### src/rtl/nibble_serial_subtractor.sv
// Multi-cycle WIDTH-bit subtractor: out_diff = A - B, one 4-bit lookahead slice per clock.
// A valid/ready handshake accepts operands; a valid/ack handshake returns the result and flags.
module nibble_serial_subtractor #(
    parameter int WIDTH = 16
) (
    input  logic             in_clk,
    input  logic             in_reset,
    input  logic             in_valid,
    input  logic [WIDTH-1:0] in_a,
    input  logic [WIDTH-1:0] in_b,
    output logic             out_ready,
    output logic             out_valid,
    input  logic             in_ack,
    output logic [WIDTH-1:0] out_diff,
    output logic             out_borrow,
    output logic             out_overflow,
    output logic             out_zero
);

    localparam int NIBBLES = WIDTH / 4;
    localparam int IDX_W = (NIBBLES > 1) ? $clog2(NIBBLES) : 1;
    localparam logic [IDX_W-1:0] LAST_IDX = IDX_W'(NIBBLES - 1);

    typedef enum logic [1:0] {
        IDLE = 2'd0,
        RUN  = 2'd1,
        DONE = 2'd2
    } state_t;

    state_t           state_r;
    state_t           state_s;
    logic [WIDTH-1:0] a_r;
    logic [WIDTH-1:0] bn_r;
    logic [WIDTH-1:0] diff_r;
    logic [WIDTH-1:0] diff_s;
    logic [IDX_W-1:0] idx_r;
    logic             carry_r;
    logic [3:0]       a_nib_s;
    logic [3:0]       b_nib_s;
    logic [3:0]       sum_s;
    logic             cout_s;
    logic             last_s;
    logic             ready_r;
    logic             ready_s;
    logic             valid_r;
    logic             valid_s;
    logic             borrow_r;
    logic             overflow_r;
    logic             zero_r;

    // 4-bit generate/propagate lookahead adder; returns {carry_out, sum}.
    function automatic logic [4:0] cla4(input logic [3:0] a, input logic [3:0] b, input logic ci);
        logic [3:0] g;
        logic [3:0] p;
        logic [4:0] c;
        g    = a & b;
        p    = a ^ b;
        c[0] = ci;
        c[1] = g[0] | (p[0] & c[0]);
        c[2] = g[1] | (p[1] & g[0]) | (p[1] & p[0] & c[0]);
        c[3] = g[2] | (p[2] & g[1]) | (p[2] & p[1] & g[0]) | (p[2] & p[1] & p[0] & c[0]);
        c[4] = g[3] | (p[3] & g[2]) | (p[3] & p[2] & g[1]) | (p[3] & p[2] & p[1] & g[0])
             | (p[3] & p[2] & p[1] & p[0] & c[0]);
        return {c[4], p ^ c[3:0]};
    endfunction

    assign last_s = (idx_r == LAST_IDX);

    // Select the active nibble, run it through the slice and splice the sum into the result.
    always_comb begin
        a_nib_s = 4'd0;
        b_nib_s = 4'd0;
        for (int i = 0; i < NIBBLES; i++) begin
            a_nib_s = a_nib_s | (a_r[4*i +: 4] & {4{idx_r == IDX_W'(i)}});
            b_nib_s = b_nib_s | (bn_r[4*i +: 4] & {4{idx_r == IDX_W'(i)}});
        end
        {cout_s, sum_s} = cla4(a_nib_s, b_nib_s, carry_r);
        diff_s = diff_r;
        for (int i = 0; i < NIBBLES; i++) begin
            if (idx_r == IDX_W'(i)) begin
                diff_s[4*i +: 4] = sum_s;
            end else begin
                diff_s[4*i +: 4] = diff_r[4*i +: 4];
            end
        end
    end

    // State register.
    always_ff @(posedge in_clk or posedge in_reset) begin
        if (in_reset) begin
            state_r <= IDLE;
        end else begin
            state_r <= state_s;
        end
    end

    // Next-state logic; a completing handshake never overlaps a new accept.
    always_comb begin
        state_s = state_r;
        case (state_r)
            IDLE: begin
                if (in_valid) begin
                    state_s = RUN;
                end else begin
                    state_s = IDLE;
                end
            end
            RUN: begin
                if (last_s) begin
                    state_s = DONE;
                end else begin
                    state_s = RUN;
                end
            end
            DONE: begin
                if (in_ack) begin
                    state_s = IDLE;
                end else begin
                    state_s = DONE;
                end
            end
            default: state_s = IDLE;
        endcase
    end

    // Handshake outputs decoded from the upcoming state so they can be registered.
    always_comb begin
        ready_s = 1'b0;
        valid_s = 1'b0;
        case (state_s)
            IDLE:    ready_s = 1'b1;
            DONE:    valid_s = 1'b1;
            default: begin
                ready_s = 1'b0;
                valid_s = 1'b0;
            end
        endcase
    end

    // Handshake output registers.
    always_ff @(posedge in_clk or posedge in_reset) begin
        if (in_reset) begin
            ready_r <= 1'b1;
            valid_r <= 1'b0;
        end else begin
            ready_r <= ready_s;
            valid_r <= valid_s;
        end
    end

    // Operand capture, per-nibble accumulation and flag registration.
    always_ff @(posedge in_clk or posedge in_reset) begin
        if (in_reset) begin
            a_r        <= {WIDTH{1'b0}};
            bn_r       <= {WIDTH{1'b0}};
            diff_r     <= {WIDTH{1'b0}};
            idx_r      <= {IDX_W{1'b0}};
            carry_r    <= 1'b0;
            borrow_r   <= 1'b0;
            overflow_r <= 1'b0;
            zero_r     <= 1'b0;
        end else begin
            case (state_r)
                IDLE: begin
                    if (in_valid) begin
                        a_r     <= in_a;
                        bn_r    <= ~in_b;
                        carry_r <= 1'b1;
                        idx_r   <= {IDX_W{1'b0}};
                    end
                end
                RUN: begin
                    diff_r  <= diff_s;
                    carry_r <= cout_s;
                    if (last_s) begin
                        borrow_r   <= ~cout_s;
                        // bn_r holds ~B, so equal MSBs mean A and B have opposite signs.
                        overflow_r <= (a_r[WIDTH-1] == bn_r[WIDTH-1]) & (sum_s[3] != a_r[WIDTH-1]);
                        zero_r     <= (diff_s == {WIDTH{1'b0}});
                    end else begin
                        idx_r <= idx_r + IDX_W'(1);
                    end
                end
                default: begin
                    carry_r <= carry_r;
                end
            endcase
        end
    end

    assign out_ready    = ready_r;
    assign out_valid    = valid_r;
    assign out_diff     = diff_r;
    assign out_borrow   = borrow_r;
    assign out_overflow = overflow_r;
    assign out_zero     = zero_r;

endmodule

### config.mk
export PLATFORM = sky130hd
export DESIGN_NAME = nibble_serial_subtractor
export DESIGN_NICKNAME = d
export VERILOG_FILES = /design/src/rtl/nibble_serial_subtractor.sv
export SDC_FILE = /design/constraint.sdc
export NUM_CORES = 1
export LEC_CHECK = 0
export BUFFER_PORTS_ARGS = -buffer_cell sky130_fd_sc_hd__buf_4
export CORE_MARGIN = 5
export CORE_UTILIZATION = 45
export CTS_CLUSTER_DIAMETER = 200
export CTS_CLUSTER_SIZE = 14
export DETAILED_ROUTE_END_ITERATION = 6
export PLACE_DENSITY = 0.71
export REMOVE_ABC_BUFFERS = 1
export SLEW_MARGIN = 30
export SYNTH_ARGS = -nofsm -noshare
export SYNTH_HDL_FRONTEND = slang
export SYNTH_SLANG_ARGS = --single-unit
### constraint.sdc
create_clock -name in_clk -period 2.5 [get_ports in_clk]
set_clock_uncertainty 0.15 [all_clocks]
set_input_delay 0.125 -clock in_clk [delete_from_list [all_inputs] [get_ports in_clk]]
set_output_delay 0.125 -clock in_clk [all_outputs]
set_load 0.01 [all_outputs]
After elaboration in Yosys (flattened, before gate mapping)
Cells that the tools add are included.
Widths: inputs -> output; s select.

storage, ports and cells
  bits in registers = 58
  word-level logic and storage cells = 92
  input bits = 36

operators by class
  multiplexer cells = 15
  $add $sub $neg = 1
  bitwise logic cells = 46
  reduce and logical (&&, ||, !) cells = 9
  equal/unequal tests = 10

operators with widths
  kind                 count
  $and 4x4->4          9
  $or 4x4->4           6
  $and 1x1->1          17
  $logic_not 16->1     1
  $mux 4               4
  $not 16->16          1
  $or 1x1->1           10
  $eq 2x2->1 const B   4
  $mux 2               4
  $xor 4x4->4          2
  $logic_not 2->1      3
  $pmux 2 s3           1
  $reduce_and 2->1     3
  $eq 2x1->1 const B   2
  $mux 1               4
  $ne 2x2->1 const B   2
  $pmux 2 s2           1
  $reduce_and 3->1     1
  $add 2x1->2 const B  1
  $pmux 1 s2           1
  $reduce_bool 2->1    1
  $eq 1x1->1           1
  $ne 1x1->1           1
  $not 1->1            1

Longest topological paths before layout
Gate-level depths: netlist of the first run.

  word-level depth = 13
  mapped depth = 10
  depth with buffers taken out = 9

Worst setup path after synthesis of the first run
Ideal clock, no wire load.

  path type = reg-to-reg
  start = reg idx_r[0]
  end = reg zero_r, in the netlist out_zero
  setup slack = -0.162 ns
  setup time = 0.110 ns
  required time = 2.240 ns
  data arrival time = 2.402 ns
  cell stages (with the launch flop) = 10
  path buffers = 1
  cells stage by stage = dfrtp_1 ha_1 clkbuf_1 a22oi_1 nand2_1 ha_1 a211o_1 a211oi_2 nor4_1 o41ai_1

on the way
  cells in the longest elaborated chain, start to end = 13

RTL lines
  item                                                     line        RTL
  from (decl)                                              36          logic [IDX_W-1:0] idx_r;
  from (signal assigned)                                   157         idx_r <= {IDX_W{1'b0}};
  from (signal assigned)                                   169         idx_r <= {IDX_W{1'b0}};
  from (signal assigned)                                   181         idx_r <= idx_r + IDX_W'(1);
  $eq 2x1->1 or $logic_not 2->1 (tied branches)            74, 75, 80
  $and 4x4->4 (on tied branches)                           74, 75
  $or 4x4->4 (on tied branches) (3 in series)              74, 75
  $xor 4x4->4 or $and 4x4->4 (tied branches)               57, 56
  $and 1x1->1                                              61          c[3] = g[2] | (p[2] & g[1]) | (p[2] & p[1] & g[0]) | (p[2] & p[1] & p[0] & c[0]);
  $or 1x1->1 or $and 1x1->1 (tied branches) (2 in series)  61
  $or 1x1->1                                               61
  $xor 4x4->4                                              64          return {c[4], p ^ c[3:0]};
  $mux 4                                                   80          if (idx_r == IDX_W'(i)) begin
  $logic_not 16->1                                         179         zero_r <= (diff_s == {WIDTH{1'b0}});
  to (signal assigned)                                     179
  to (decl)                                                49          logic zero_r;

Several ways; a longest one is shown, not always the timed one.
A chain may end at the register's enable or synchronous reset.

Final worst setup path of the first run
  start = reg idx_r[1]
  end = reg overflow_r, in the netlist out_overflow

on the way
  cells in the longest elaborated chain, start to end = 13

RTL lines
  item                                                     line    RTL
  $eq 2x1->1 or $logic_not 2->1 (tied branches)            74, 75
  $and 4x4->4 (on tied branches)                           74, 75
  $or 4x4->4 (on tied branches) (3 in series)              74, 75
  $xor 4x4->4 or $and 4x4->4 (tied branches)               57, 56
  $and 1x1->1                                              61
  $or 1x1->1 or $and 1x1->1 (tied branches) (2 in series)  61
  $or 1x1->1                                               61
  $xor 4x4->4                                              64
  $ne 1x1->1                                               178     overflow_r <= (a_r[WIDTH-1] == bn_r[WIDTH-1]) & (sum_s[3] != a_r[WIDTH-1]);
  $and 1x1->1                                              178
  to (signal assigned)                                     178
  to (decl)                                                48      logic overflow_r;

Several ways; a longest one is shown, not always the timed one.

==> summary.json, run 1 <==
{
  "design.die.area": {"value": 0.00746, "unit": "sq mm"},
  "ys_async_sr_fraction": {"value": 100, "unit": "%"},
  "clk_root_buffer_cell": {"value": "clkbuf_8"},
  "final_hold_viol_count": {"value": 0},
  "final.setup.worst_slack": {"value": -0.107, "unit": "ns"},
  "synthesis.yosys.warnings": {"value": 0},
  "critPathArrivalTime": {"value": 2.74, "unit": "ns"},
  "grt_max_degree": {"value": 32},
  "final_net_count": {"value": 406},
  "worstPathCellList": {"value": "buf_6, ha_4, a22oi_2, nand2_1, ha_4, o21a_1, a211oi_2, buf_4, or4_1, nand3_1"},
  "core_area": {"value": 0.00557, "unit": "sq mm"},
  "worst_hold_slack": {"value": 0.0559, "unit": "ns"},
  "commonest_non_fill_non_tap_cell_in_the_layout": {"value": "buf_4"},
  "max_slew.worst_pin.slew": {"value": 0.595, "unit": "ns"},
  "slew_headroom": {"value": 60.3, "unit": "%"},
  "setup-violations-final": {"value": 5},
  "cts_htree_levels": {"value": 3},
  "critical_path.most_common_cell": {"value": "ha_4"},
  "multi_input_comb_area": {"value": 0.00129, "unit": "sq mm"},
  "final_cell_mix": {"value": "buf_4 (83), dfrtp_1 (55), dlygate4sd3_1 (34)"},
  "remaining_drc_errors": {"value": 0},
  "placement_rows": {"value": 27},
  "globalplace.congestion": {"value": 0.836},
  "synth_enable_flop_cells": {"value": 0},
  "rsz0062_at_grt": {"value": "yes"},
  "fin_crit": {"value": 2.61, "unit": "ns"},
  "via_count": {"value": 2319},
  "cts_tree": {"value": "yes"},
  "synthesis.area_per_instance": {"value": 10.8, "unit": "sq um"},
  "timing.final.crit_share": {"value": 104, "unit": "%"},
  "drt-total-wl": {"value": 6.93, "unit": "mm"},
  "initial_utilization": {"value": 47.1, "unit": "%"},
  "die_w": {"value": 86.4, "unit": "um"},
  "synth_flop_cell": {"value": "dfrtp_1"},
  "diodes": {"value": 0},
  "grt_util_all_layers": {"value": 19.7, "unit": "%"},
  "ff_latch_area": {"value": 0.00146, "unit": "sq mm"},
  "p_leak": {"value": 1.87, "unit": "nW"},
  "post_synth_instance_area": {"value": 0.00263, "unit": "sq mm"},
  "min-delay-path-class": {"value": "input port to register"},
  "grt_first_pass_wirelength": {"value": 11.2, "unit": "mm"},
  "path_clk_slew": {"value": 0.06, "unit": "ns"},
  "yosys.cell_types.count": {"value": 37},
  "layout-drive-gt1-share": {"value": 42.3, "unit": "%"},
  "max_clock_freq": {"value": 384, "unit": "MHz"},
  "slowest_delay": {"value": 0.49, "unit": "ns"},
  "io-pin-count": {"value": 57},
  "critical_path.endpoint_type": {"value": "register"},
  "first_iter_violations": {"value": 92},
  "port-buffer-count": {"value": 56},
  "critPathSlowestCell": {"value": "or4_1"},
  "worst_setup_path_start_kind": {"value": "register"},
  "post-dp-hpwl": {"value": 4.42, "unit": "mm"},
  "grt_pass1_vias": {"value": 2390},
  "worst_path_maximum_fanout": {"value": 8},
  "pwr_density_cell": {"value": 1690, "unit": "mW/mm^2"},
  "fillers": {"value": 370},
  "antenna_violating_nets_post_route": {"value": 0},
  "flow.area_growth_from_synthesis": {"value": 55.0, "unit": "%"},
  "maxSlewViolCount": {"value": 0},
  "synthesis.instances": {"value": 243},
  "final_cell_area": {"value": 0.00407, "unit": "sq mm"},
  "initial_antenna_violation_count": {"value": 0},
  "grt_overflow": {"value": 0},
  "synth_seq_cells": {"value": 58},
  "crit_required": {"value": 2.63, "unit": "ns"},
  "run_status": {"value": "finished, violations left"},
  "drt-pass1-iter-count": {"value": 4},
  "cts.sinks": {"value": 58},
  "floorplan.die.height": {"value": 86.4, "unit": "um"},
  "critPathKind": {"value": "register to register"},
  "detailed_place.area": {"value": 0.00327, "unit": "sq mm"},
  "yosysSeqAreaShare": {"value": 55.3, "unit": "%"},
  "avgRoutedWirePerCell": {"value": 15.8, "unit": "um"},
  "delay_heaviest_family_cp": {"value": "simple AND/OR/NAND/NOR gates"},
  "cap_viol_max_count": {"value": 0},
  "total_power": {"value": 0.00688, "unit": "W"},
  "fin_tns_setup": {"value": -0.220, "unit": "ns"},
  "failed_checks": {"value": "negative setup slack"},
  "clkLatencyLatePin": {"value": 0.35, "unit": "ns"},
  "clk_path_buf_depth": {"value": 2},
  "worstPathBufferInverterCount": {"value": 2},
  "max-vdd-ir-drop": {"value": 1130, "unit": "uV"},
  "cts-buffers-inserted": {"value": 9},
  "preCtsSetupSlack": {"value": -0.235, "unit": "ns"},
  "routed_via_density": {"value": 5.29}
}
==> per-stage QoR <==
| step | instances | util [%] |
|---|---|---|
| floorplan | 231 | - |
| global placement | 382 | 58.6 |
| detailed placement | 382 | 58.6 |
| CTS | 437 | 71.7 |
| global route | 438 | 73.0 |
| finish | 438 | 73.0 |
==> worst paths after layout <==
path                              start            to  slack (ns)  cells past startpoint
max in group asynchronous      in_reset      idx_r[1]        1.36                      4
setup / recovery               idx_r[1]  out_overflow       -0.11                     10
min in group asynchronous      in_reset   out_diff[6]        0.26                      3
hold reg to reg            out_diff[13]  out_diff[13]        0.34                      2
setup reg to reg               idx_r[1]  out_overflow       -0.11                     10
hold / removal                 in_valid      idx_r[1]        0.06                      3
==> cells in the mapped netlist (all sizes together) (2+ instances only) <==
cell type	n	share of area [%]
xnor2	2	0.67
mux2	18	7.7
nand2b	3	0.72
nor2	21	3.0
dfrtp	57	54
a22oi	16	4.6
a21oi	20	3.8
clkbuf	6	0.86
nand3	2	0.38
inv	5	0.72
or3	2	0.48
nor4	5	1.2
a22o	3	1.0
nor2b	2	0.48
o21ai	17	3.2
buf	6	1.5
nand2	33	4.7
ha	8	3.8
==> what timing repair did <==
item / CTS / global route
gates resized for setup: 31 / 14
setup buffers: 5 / 1
hold buffers: 34 / 0
pin swaps: 10 / 5
setup endpoints to repair: 12 / 11
hold endpoints to repair: 60 / 0
==> state kept, by name, summed over array words and instances (netlist names), 2 cells and up <==
name / cells
state_r: 2
idx_r: 2
a_r: 16
out_diff: 16
bn_r: 16
==> power by group <==
part	total (W)	switching, W	internal (W)	leakage (nW)
sequential	0.00176	0.000350	0.00141	0.684
combinational	0.00417	0.00208	0.00209	1.07
clock	0.000950	0.000370	0.000580	0.116
==> layer usage <==
layer	GRT usage, %	up-vias	share of wire (%)
met3	6.75	18	6.1
met2	33.2	62	51
met5	0	-	0
met1	22.5	1135	41
li1	-	1104	-
met4	9.07	0	2.2
==> tightest hold or removal path: stages <==
cell,delay [ns]
buf_4,0.09
o21bai_1,0.09
a22o_1,0.20
==> cell families (layout without fill, tap and decap cells) <==
| family | after synthesis | after routing | share of synthesized area [%] |
|---|---|---|---|
| AO/OA/AOI/OAI | 66 | 66 | 15.9 |
| XOR/XNOR | 2 | 2 | 0.667 |
| adder cells (fa/ha/maj) | 9 | 9 | 4.58 |
| buffers and inverters | 17 | 140 | 3.05 |
| flip-flops | 58 | 58 | 55.3 |
| multiplexers | 18 | 18 | 7.72 |
| AND/OR/NAND/NOR | 73 | 73 | 12.8 |
==> cell type report <==
| cell class | count | share of cell area [%] |
|---|---|---|
| Multi-Input combinational cell | 168 | 31.8 |
| Sequential cell | 58 | 35.8 |
| Inverter | 5 | 0.461 |
| Tap cell | 72 | 2.21 |
| Clock buffer | 10 | 3.38 |
| Clock inverter | 6 | 1.97 |
| Timing Repair Buffer | 119 | 24.4 |
Note: power is estimated with default switching activity, not from simulation.
==> run 2: changes to the inputs <==
--- a/config.mk
+++ b/config.mk
@@ -5,15 +5,17 @@
 export SDC_FILE = /design/constraint.sdc
 export NUM_CORES = 1
 export LEC_CHECK = 0
+export ABC_AREA = 1
 export BUFFER_PORTS_ARGS = -buffer_cell sky130_fd_sc_hd__buf_4
 export CORE_MARGIN = 5
 export CORE_UTILIZATION = 45
 export CTS_CLUSTER_DIAMETER = 200
 export CTS_CLUSTER_SIZE = 14
 export DETAILED_ROUTE_END_ITERATION = 6
-export PLACE_DENSITY = 0.71
+export PLACE_DENSITY = 0.7
 export REMOVE_ABC_BUFFERS = 1
 export SLEW_MARGIN = 30
 export SYNTH_ARGS = -nofsm -noshare
 export SYNTH_HDL_FRONTEND = slang
 export SYNTH_SLANG_ARGS = --single-unit
+export TNS_END_PERCENT = 5
==> run 2 against run 1 <==
Against the previous run:
- worst setup slack lost 0.0072 ns
- global-route usage shrank 0.052 points
- first-iteration DRC count grew 110%
- final area grew 1.8%
- total power shrank 4.6%
- worst hold slack gained 0.16 ns
- die area grew 6.2%
- synthesized cell count grew 34%
- utilization shrank 3.9 points
- flip-flop and latch count is the same
- largest cell class unchanged
- cell count grew 21%
- the flow still finishes with violations (negative setup slack)
==> summary.json, run 2 <==
{
  "drt-total-wl": {"value": 7.55, "unit": "mm"},
  "synthesis.instances": {"value": 325},
  "final_core_utilization": {"value": 69.1, "unit": "%"},
  "min-delay-path-class": {"value": "input port to register"},
  "placement_rows": {"value": 28},
  "critPathArrivalTime": {"value": 2.75, "unit": "ns"},
  "final_net_count": {"value": 493},
  "globalplace.congestion": {"value": 0.914},
  "drt-pass1-iter-count": {"value": 4},
  "run_status": {"value": "finished, violations left"},
  "synth_most_common_cell": {"value": "nand2_1"},
  "slew_headroom": {"value": 59.9, "unit": "%"},
  "via_count": {"value": 2676},
  "timing.final.crit_share": {"value": 105, "unit": "%"},
  "die_w": {"value": 89.0, "unit": "um"},
  "final_cell_area": {"value": 0.00414, "unit": "sq mm"},
  "detailed_place.area": {"value": 0.00342, "unit": "sq mm"},
  "fin_crit": {"value": 2.61, "unit": "ns"},
  "path_clk_slew": {"value": 0.06, "unit": "ns"},
  "yosys.cell_types.count": {"value": 29},
  "cap_viol_max_count": {"value": 0},
  "preCtsSetupSlack": {"value": -0.135, "unit": "ns"},
  "diodes": {"value": 0},
  "final_cell_mix": {"value": "nand2_1 (90), buf_4 (87), dfrtp_1 (56)"},
  "synthesis.area_per_instance": {"value": 8.64, "unit": "sq um"},
  "max_slew.worst_pin.slew": {"value": 0.601, "unit": "ns"},
  "remaining_drc_errors": {"value": 0},
  "clk_root_buffer_cell": {"value": "clkbuf_8"},
  "cts.sinks": {"value": 58},
  "grt_pass1_vias": {"value": 2622},
  "io-pin-count": {"value": 57},
  "final.setup.worst_slack": {"value": -0.115, "unit": "ns"},
  "critical_path.most_common_cell": {"value": "nand2_1"},
  "rr_worst_depth": {"value": 15},
  "synth_area_leaders": {"value": "dfrtp_1 (51%), nand2_1 (13%), o21ai_0 (5.3%)"},
  "setup-violations-final": {"value": 3},
  "cts-buffers-inserted": {"value": 9},
  "fillers": {"value": 460},
  "total_power": {"value": 0.00656, "unit": "W"},
  "max-vdd-ir-drop": {"value": 739, "unit": "uV"},
  "grt_overflow": {"value": 0},
  "synth_area_leader_cell": {"value": "dfrtp_1"},
  "design.die.area": {"value": 0.00792, "unit": "sq mm"},
  "antenna_violating_nets_post_route": {"value": 0},
  "pwr_density_cell": {"value": 1590, "unit": "mW/mm^2"},
  "grt_util_all_layers": {"value": 19.7, "unit": "%"},
  "failed_checks": {"value": "negative setup slack"},
  "critPathSlowestCell": {"value": "fa_1"},
  "synth_seq_cells": {"value": 58},
  "delay_heaviest_family_cp": {"value": "simple AND/OR/NAND/NOR gates"},
  "worst_setup_path_start_kind": {"value": "register"},
  "slowest_delay": {"value": 0.54, "unit": "ns"},
  "hold_depth": {"value": 4},
  "critical_path.endpoint_type": {"value": "register"},
  "commonest_non_fill_non_tap_cell_in_the_layout": {"value": "nand2_1"},
  "worstPathCellList": {"value": "inv_2, ha_4, buf_4, nand2_1, nand4_1, fa_1, nand2_1, nand2_1, nor2_1, nand3_1, nor2_1, nand3_1, nor2_2, nand3_1, nand2_1"},
  "cts_htree_levels": {"value": 3},
  "initial_utilization": {"value": 46.9, "unit": "%"},
  "synth_enable_flop_cells": {"value": 0},
  "layout-drive-gt1-share": {"value": 33.6, "unit": "%"},
  "final_hold_viol_count": {"value": 0},
  "initial_antenna_violation_count": {"value": 0},
  "synth_flop_cell": {"value": "dfrtp_1"},
  "grt_max_degree": {"value": 58},
  "synthTopCellsByCount": {"value": "nand2_1 (95), dfrtp_1 (57), o21ai_0 (30), nor2_1 (25), inv_1 (22)"},
  "routed_via_density": {"value": 5.07},
  "clkLatencyLatePin": {"value": 0.34, "unit": "ns"},
  "ys_async_sr_fraction": {"value": 100, "unit": "%"},
  "post_synth_instance_area": {"value": 0.00281, "unit": "sq mm"},
  "flow.area_growth_from_synthesis": {"value": 47.4, "unit": "%"},
  "avgRoutedWirePerCell": {"value": 14.3, "unit": "um"},
  "clk_path_buf_depth": {"value": 2},
  "maxSlewViolCount": {"value": 0},
  "post-dp-hpwl": {"value": 4.97, "unit": "mm"},
  "worst_path_maximum_fanout": {"value": 5},
  "floorplan.die.height": {"value": 89.0, "unit": "um"},
  "logic_depth_of_the_worst_setup_path_including_buffers": {"value": 15},
  "p_leak": {"value": 2.07, "unit": "nW"},
  "first_iter_violations": {"value": 193},
  "yosysSeqAreaShare": {"value": 51.7, "unit": "%"},
  "grt_first_pass_wirelength": {"value": 11.8, "unit": "mm"},
  "proportion_of_netlist_area_held_by_the_largest_area_contributor": {"value": 50.8, "unit": "%"},
  "core_area": {"value": 0.00599, "unit": "sq mm"},
  "rsz0062_at_grt": {"value": "yes"},
  "synthesis.yosys.warnings": {"value": 0},
  "crit_required": {"value": 2.63, "unit": "ns"},
  "worstPathBufferInverterCount": {"value": 2},
  "port-buffer-count": {"value": 56},
  "cts_tree": {"value": "yes"},
  "critPathKind": {"value": "register to register"},
  "max_clock_freq": {"value": 382, "unit": "MHz"}
}
## run 2: final timing paths
path	start	to	slack, ns
max reg2reg	idx_r[0]	out_zero	-0.11
max in group asynchronous	in_reset	idx_r[0]	1.36
max	idx_r[0]	out_zero	-0.11
min in group asynchronous	in_reset	state_r[1]	0.26
min reg2reg	out_diff[13]	out_diff[13]	0.33
min	in_valid	carry_r	0.22
## run 2: metrics by stage
stage | TNS (ns) | hold slack [ns] | std cells
after floorplan | -0.0811 | 0.0697 | 313
after global placement | -0.0809 | 0.0877 | 464
after detailed placement | -0.411 | 0.0933 | 464
after CTS | -0.0342 | 0.217 | 515
after global routing | -1.14 | 0.262 | 528
final | -0.150 | 0.218 | 528
## run 2: what timing repair did
| item | 4_1_cts | 5_1_grt |
|---|---|---|
| setup endpoints to repair | 8 | 8 |
| gates resized for setup | 12 | 22 |
| hold endpoints to repair | 61 | 0 |
| hold buffers | 34 | 0 |
| setup buffers | 1 | 13 |
| pin swaps | 4 | 21 |
## run 2: logic make-up (layout without fill, tap and decap cells)
family / after synthesis / count (layout) / synth area share, %
AOI/OAI and AO/OA: 55 / 55 / 10.5
adders and majority gates: 9 / 9 / 4.28
buffers and inverters: 38 / 166 / 5.84
DFF: 58 / 58 / 51.7
muxes: 9 / 9 / 3.61
and+or+nand+nor: 156 / 156 / 24.1
## run 2: per-layer routing
layer	up-vias	global-route usage (%)	routed length, um
li1	1309	-	-
met1	1285	24.1	3170
met3	13	3.69	356
met4	0	10.4	130
met5	-	0	0
met2	69	33.0	3890
## run 2: power by group
| part | internal, W | leakage [nW] | switching [W] |
|---|---|---|---|
| logic | 0.00185 | 1.28 | 0.00225 |
| registers | 0.00140 | 0.701 | 0.000322 |
| clock network | 0.000382 | 0.0872 | 0.000360 |
| total | 0.00363 | 2.07 | 0.00293 |
## run 2: final cells by class
class	count	area (sq um)	area share (%)
flip-flops and latches	58	1450	35.1
multi-input cells	229	1290	31.1
repair buffers	124	1040	25.1
clock buffers	13	149	3.60
inverters	26	100	2.42
well taps	75	93.8	2.27
clock inverters	3	15.0	0.363
## run 2: worst register-to-register path, stage by stage (launching register included)
cell     delay (ns)
dfrtp_2        0.41
inv_2          0.09
ha_4           0.18
buf_4          0.15
nand2_1        0.06
nand4_1        0.17
fa_1           0.54
nand2_1        0.13
nand2_1        0.07
nor2_1         0.10
nand3_1        0.08
nor2_1         0.11
nand3_1        0.09
nor2_2         0.10
nand3_1        0.06
nand2_1        0.07
==> run 3: changes to the inputs <==
--- a/config.mk
+++ b/config.mk
@@ -6,7 +6,7 @@
 export NUM_CORES = 1
 export LEC_CHECK = 0
 export ABC_AREA = 1
-export BUFFER_PORTS_ARGS = -buffer_cell sky130_fd_sc_hd__buf_4
+export BUFFER_PORTS_ARGS = -buffer_cell sky130_fd_sc_hd__buf_2
 export CORE_MARGIN = 5
 export CORE_UTILIZATION = 45
 export CTS_CLUSTER_DIAMETER = 200
@@ -14,6 +14,7 @@
 export DETAILED_ROUTE_END_ITERATION = 6
 export PLACE_DENSITY = 0.7
 export REMOVE_ABC_BUFFERS = 1
+export SKIP_LAST_GASP = 1
 export SLEW_MARGIN = 30
 export SYNTH_ARGS = -nofsm -noshare
 export SYNTH_HDL_FRONTEND = slang
==> run 3 against run 2 <==
Against the previous run:
- the flow still finishes with violations (negative setup slack)
- worst setup slack improved by 0.019 ns
- count of clock-buffer cells in the layout did not move
- non-clock buffer count shrank 8
- utilization down 4.2 points
- final area down 6.0%
- total power fell by 6.4%
- via count shrank 4.1%
- worst hold slack got worse by 0.15 ns
- sequential share of layout area is 2.2 points higher
- register-to-register slack improved by 0.02 ns
- critical path depth unchanged
- die area stayed put
- critical path type unchanged
==> summary.json, run 3 (synthesis gave the netlist of run 2 again) <==
{
  "run_status": {"value": "finished, violations left"},
  "failed_checks": {"value": "negative setup slack"},
  "layout-drive-gt1-share": {"value": 29.7, "unit": "%"},
  "critPathKind": {"value": "register to register"},
  "worst_setup_path_start_kind": {"value": "register"},
  "rr_worst_depth": {"value": 15},
  "multi_input_comb_area": {"value": 0.00122, "unit": "sq mm"},
  "routed_via_density": {"value": 4.94},
  "post-dp-hpwl": {"value": 4.79, "unit": "mm"},
  "cts_htree_levels": {"value": 3},
  "cts_tree": {"value": "yes"},
  "timing.final.crit_share": {"value": 104, "unit": "%"},
  "first_iter_violations": {"value": 116},
  "crit_required": {"value": 2.63, "unit": "ns"},
  "die_w": {"value": 89.0, "unit": "um"},
  "setup-violations-final": {"value": 3},
  "cts-buffers-inserted": {"value": 9},
  "floorplan.die.height": {"value": 89.0, "unit": "um"},
  "ff_latch_area": {"value": 0.00145, "unit": "sq mm"},
  "final_core_utilization": {"value": 64.9, "unit": "%"},
  "initial_utilization": {"value": 46.9, "unit": "%"},
  "diodes": {"value": 0},
  "io-pin-count": {"value": 57},
  "remaining_drc_errors": {"value": 0},
  "grt_util_all_layers": {"value": 19.4, "unit": "%"},
  "initial_antenna_violation_count": {"value": 0},
  "p_leak": {"value": 1.98, "unit": "nW"},
  "placed_cells": {"value": 466},
  "preCtsSetupSlack": {"value": -0.106, "unit": "ns"},
  "path_clk_slew": {"value": 0.06, "unit": "ns"},
  "destination_of_the_worst_hold_path": {"value": "state_r[0]"},
  "clkLatencyLatePin": {"value": 0.34, "unit": "ns"},
  "grt_max_degree": {"value": 59},
  "worst_path_maximum_fanout": {"value": 9},
  "startpoint_of_the_worst_hold_path": {"value": "in_valid"},
  "hold_depth": {"value": 3},
  "worst_r2r_endpoint": {"value": "out_zero"},
  "drt-total-wl": {"value": 6.92, "unit": "mm"},
  "cts.sinks": {"value": 58},
  "clk_root_buffer_cell": {"value": "clkbuf_8"},
  "placement_rows": {"value": 28},
  "flow.area_growth_from_synthesis": {"value": 38.5, "unit": "%"},
  "grt_overflow": {"value": 0},
  "via_count": {"value": 2565},
  "grt_first_pass_wirelength": {"value": 11.6, "unit": "mm"},
  "cap_viol_max_count": {"value": 0},
  "fin_crit": {"value": 2.60, "unit": "ns"},
  "final_net_count": {"value": 485},
  "drt-pass1-iter-count": {"value": 5},
  "slew_headroom": {"value": 52.7, "unit": "%"},
  "reg2reg_slack": {"value": -0.1, "unit": "ns"},
  "grt_pass1_vias": {"value": 2536},
  "clk_path_buf_depth": {"value": 2},
  "max_clock_freq": {"value": 385, "unit": "MHz"},
  "port-buffer-count": {"value": 56},
  "min-delay-path-class": {"value": "input port to register"},
  "final_hold_viol_count": {"value": 0},
  "globalplace.congestion": {"value": 0.869},
  "max-vdd-ir-drop": {"value": 723, "unit": "uV"},
  "commonest_non_fill_non_tap_cell_in_the_layout": {"value": "nand2_1"},
  "pwr_density_cell": {"value": 1580, "unit": "mW/mm^2"},
  "antenna_violating_nets_post_route": {"value": 0},
  "final_cell_mix": {"value": "nand2_1 (94), dfrtp_1 (57), buf_2 (56)"},
  "max_slew.worst_pin.slew": {"value": 0.710, "unit": "ns"},
  "critPathArrivalTime": {"value": 2.72, "unit": "ns"},
  "core_area": {"value": 0.00599, "unit": "sq mm"},
  "final_cells": {"value": 519},
  "fillers": {"value": 490},
  "avgRoutedWirePerCell": {"value": 13.3, "unit": "um"},
  "r2r-start": {"value": "idx_r[0]"},
  "maxSlewViolCount": {"value": 0},
  "design.die.area": {"value": 0.00792, "unit": "sq mm"},
  "final.setup.worst_slack": {"value": -0.0957, "unit": "ns"},
  "critical_path.endpoint_type": {"value": "register"},
  "rsz0062_at_grt": {"value": "yes"}
}
## run 3: metrics by stage
step	hold slack (ns)	power (W)	area [sq um]	setup TNS (ns)
floorplan	0.0697	0.00385	2750	-0.0811
global placement	0.168	0.00498	3290	-0.00971
detailed placement	0.173	0.00506	3290	-0.308
CTS	0.0688	0.00607	3860	-0.109
global route	0.0713	0.00672	3890	-1.70
finish	0.0722	0.00614	3890	-0.167
## run 3: what timing repair did
action                     in CTS  in global routing
gates cloned                    0                  0
setup endpoints to repair       8                 13
resized for setup               6                  3
buffers inserted                1                  3
hold buffers                   34                  0
pin swaps                       6                  3
hold endpoints to repair       92                  0
## run 3: worst max-delay path, cell delays in order (launching register included)
cell,delay [ns]
dfrtp_1,0.40
buf_4,0.15
ha_4,0.17
buf_6,0.14
nand2_1,0.06
nand4_1,0.17
fa_1,0.57
nand2_1,0.12
nand2_1,0.06
nor2_1,0.10
nand3_1,0.08
nor2_1,0.10
nand3_1,0.07
nor2_1,0.09
nand3_1,0.07
nand2_1,0.06
## run 3: area by class of cell
class	count	share of cell area, %
Inverter	26	2.57
Timing Repair Buffer	116	21.1
Multi-Input combinational cell	229	31.4
Clock inverter	2	0.901
Sequential cell	58	37.3
Tap cell	75	2.41
Clock buffer	13	4.34
## run 3: layer usage
layer  vias up  routed length [um]  GRT usage, %  share of wire (%)
li1       1291                   -             -                  -
met1      1187                3030          23.9                 44
met2        68                3360          31.5                 48
met3        19                 342          5.25                4.9
met4         0                 191          9.34                2.8
met5         -                   0             0                  0
## run 3: where the power goes
part           leakage, nW  switching (W)  internal, W
sequential           0.702       0.000284      0.00140
combinational         1.17        0.00205      0.00153
clock                0.106       0.000349     0.000535
## run 3: worst max-delay path by stage
stage / from / to / slack (ns) / cells after the start
after global placement: idx_r[0] / out_zero / -0.01 / 13
final: idx_r[0] / out_zero / -0.1 / 15
after global routing: idx_r[0] / out_zero / -0.30 / 15
after detailed placement: idx_r[0] / out_zero / -0.11 / 16
after CTS: idx_r[0] / out_zero / -0.07 / 15
after floorplan: idx_r[1] / out_zero / -0.08 / 16
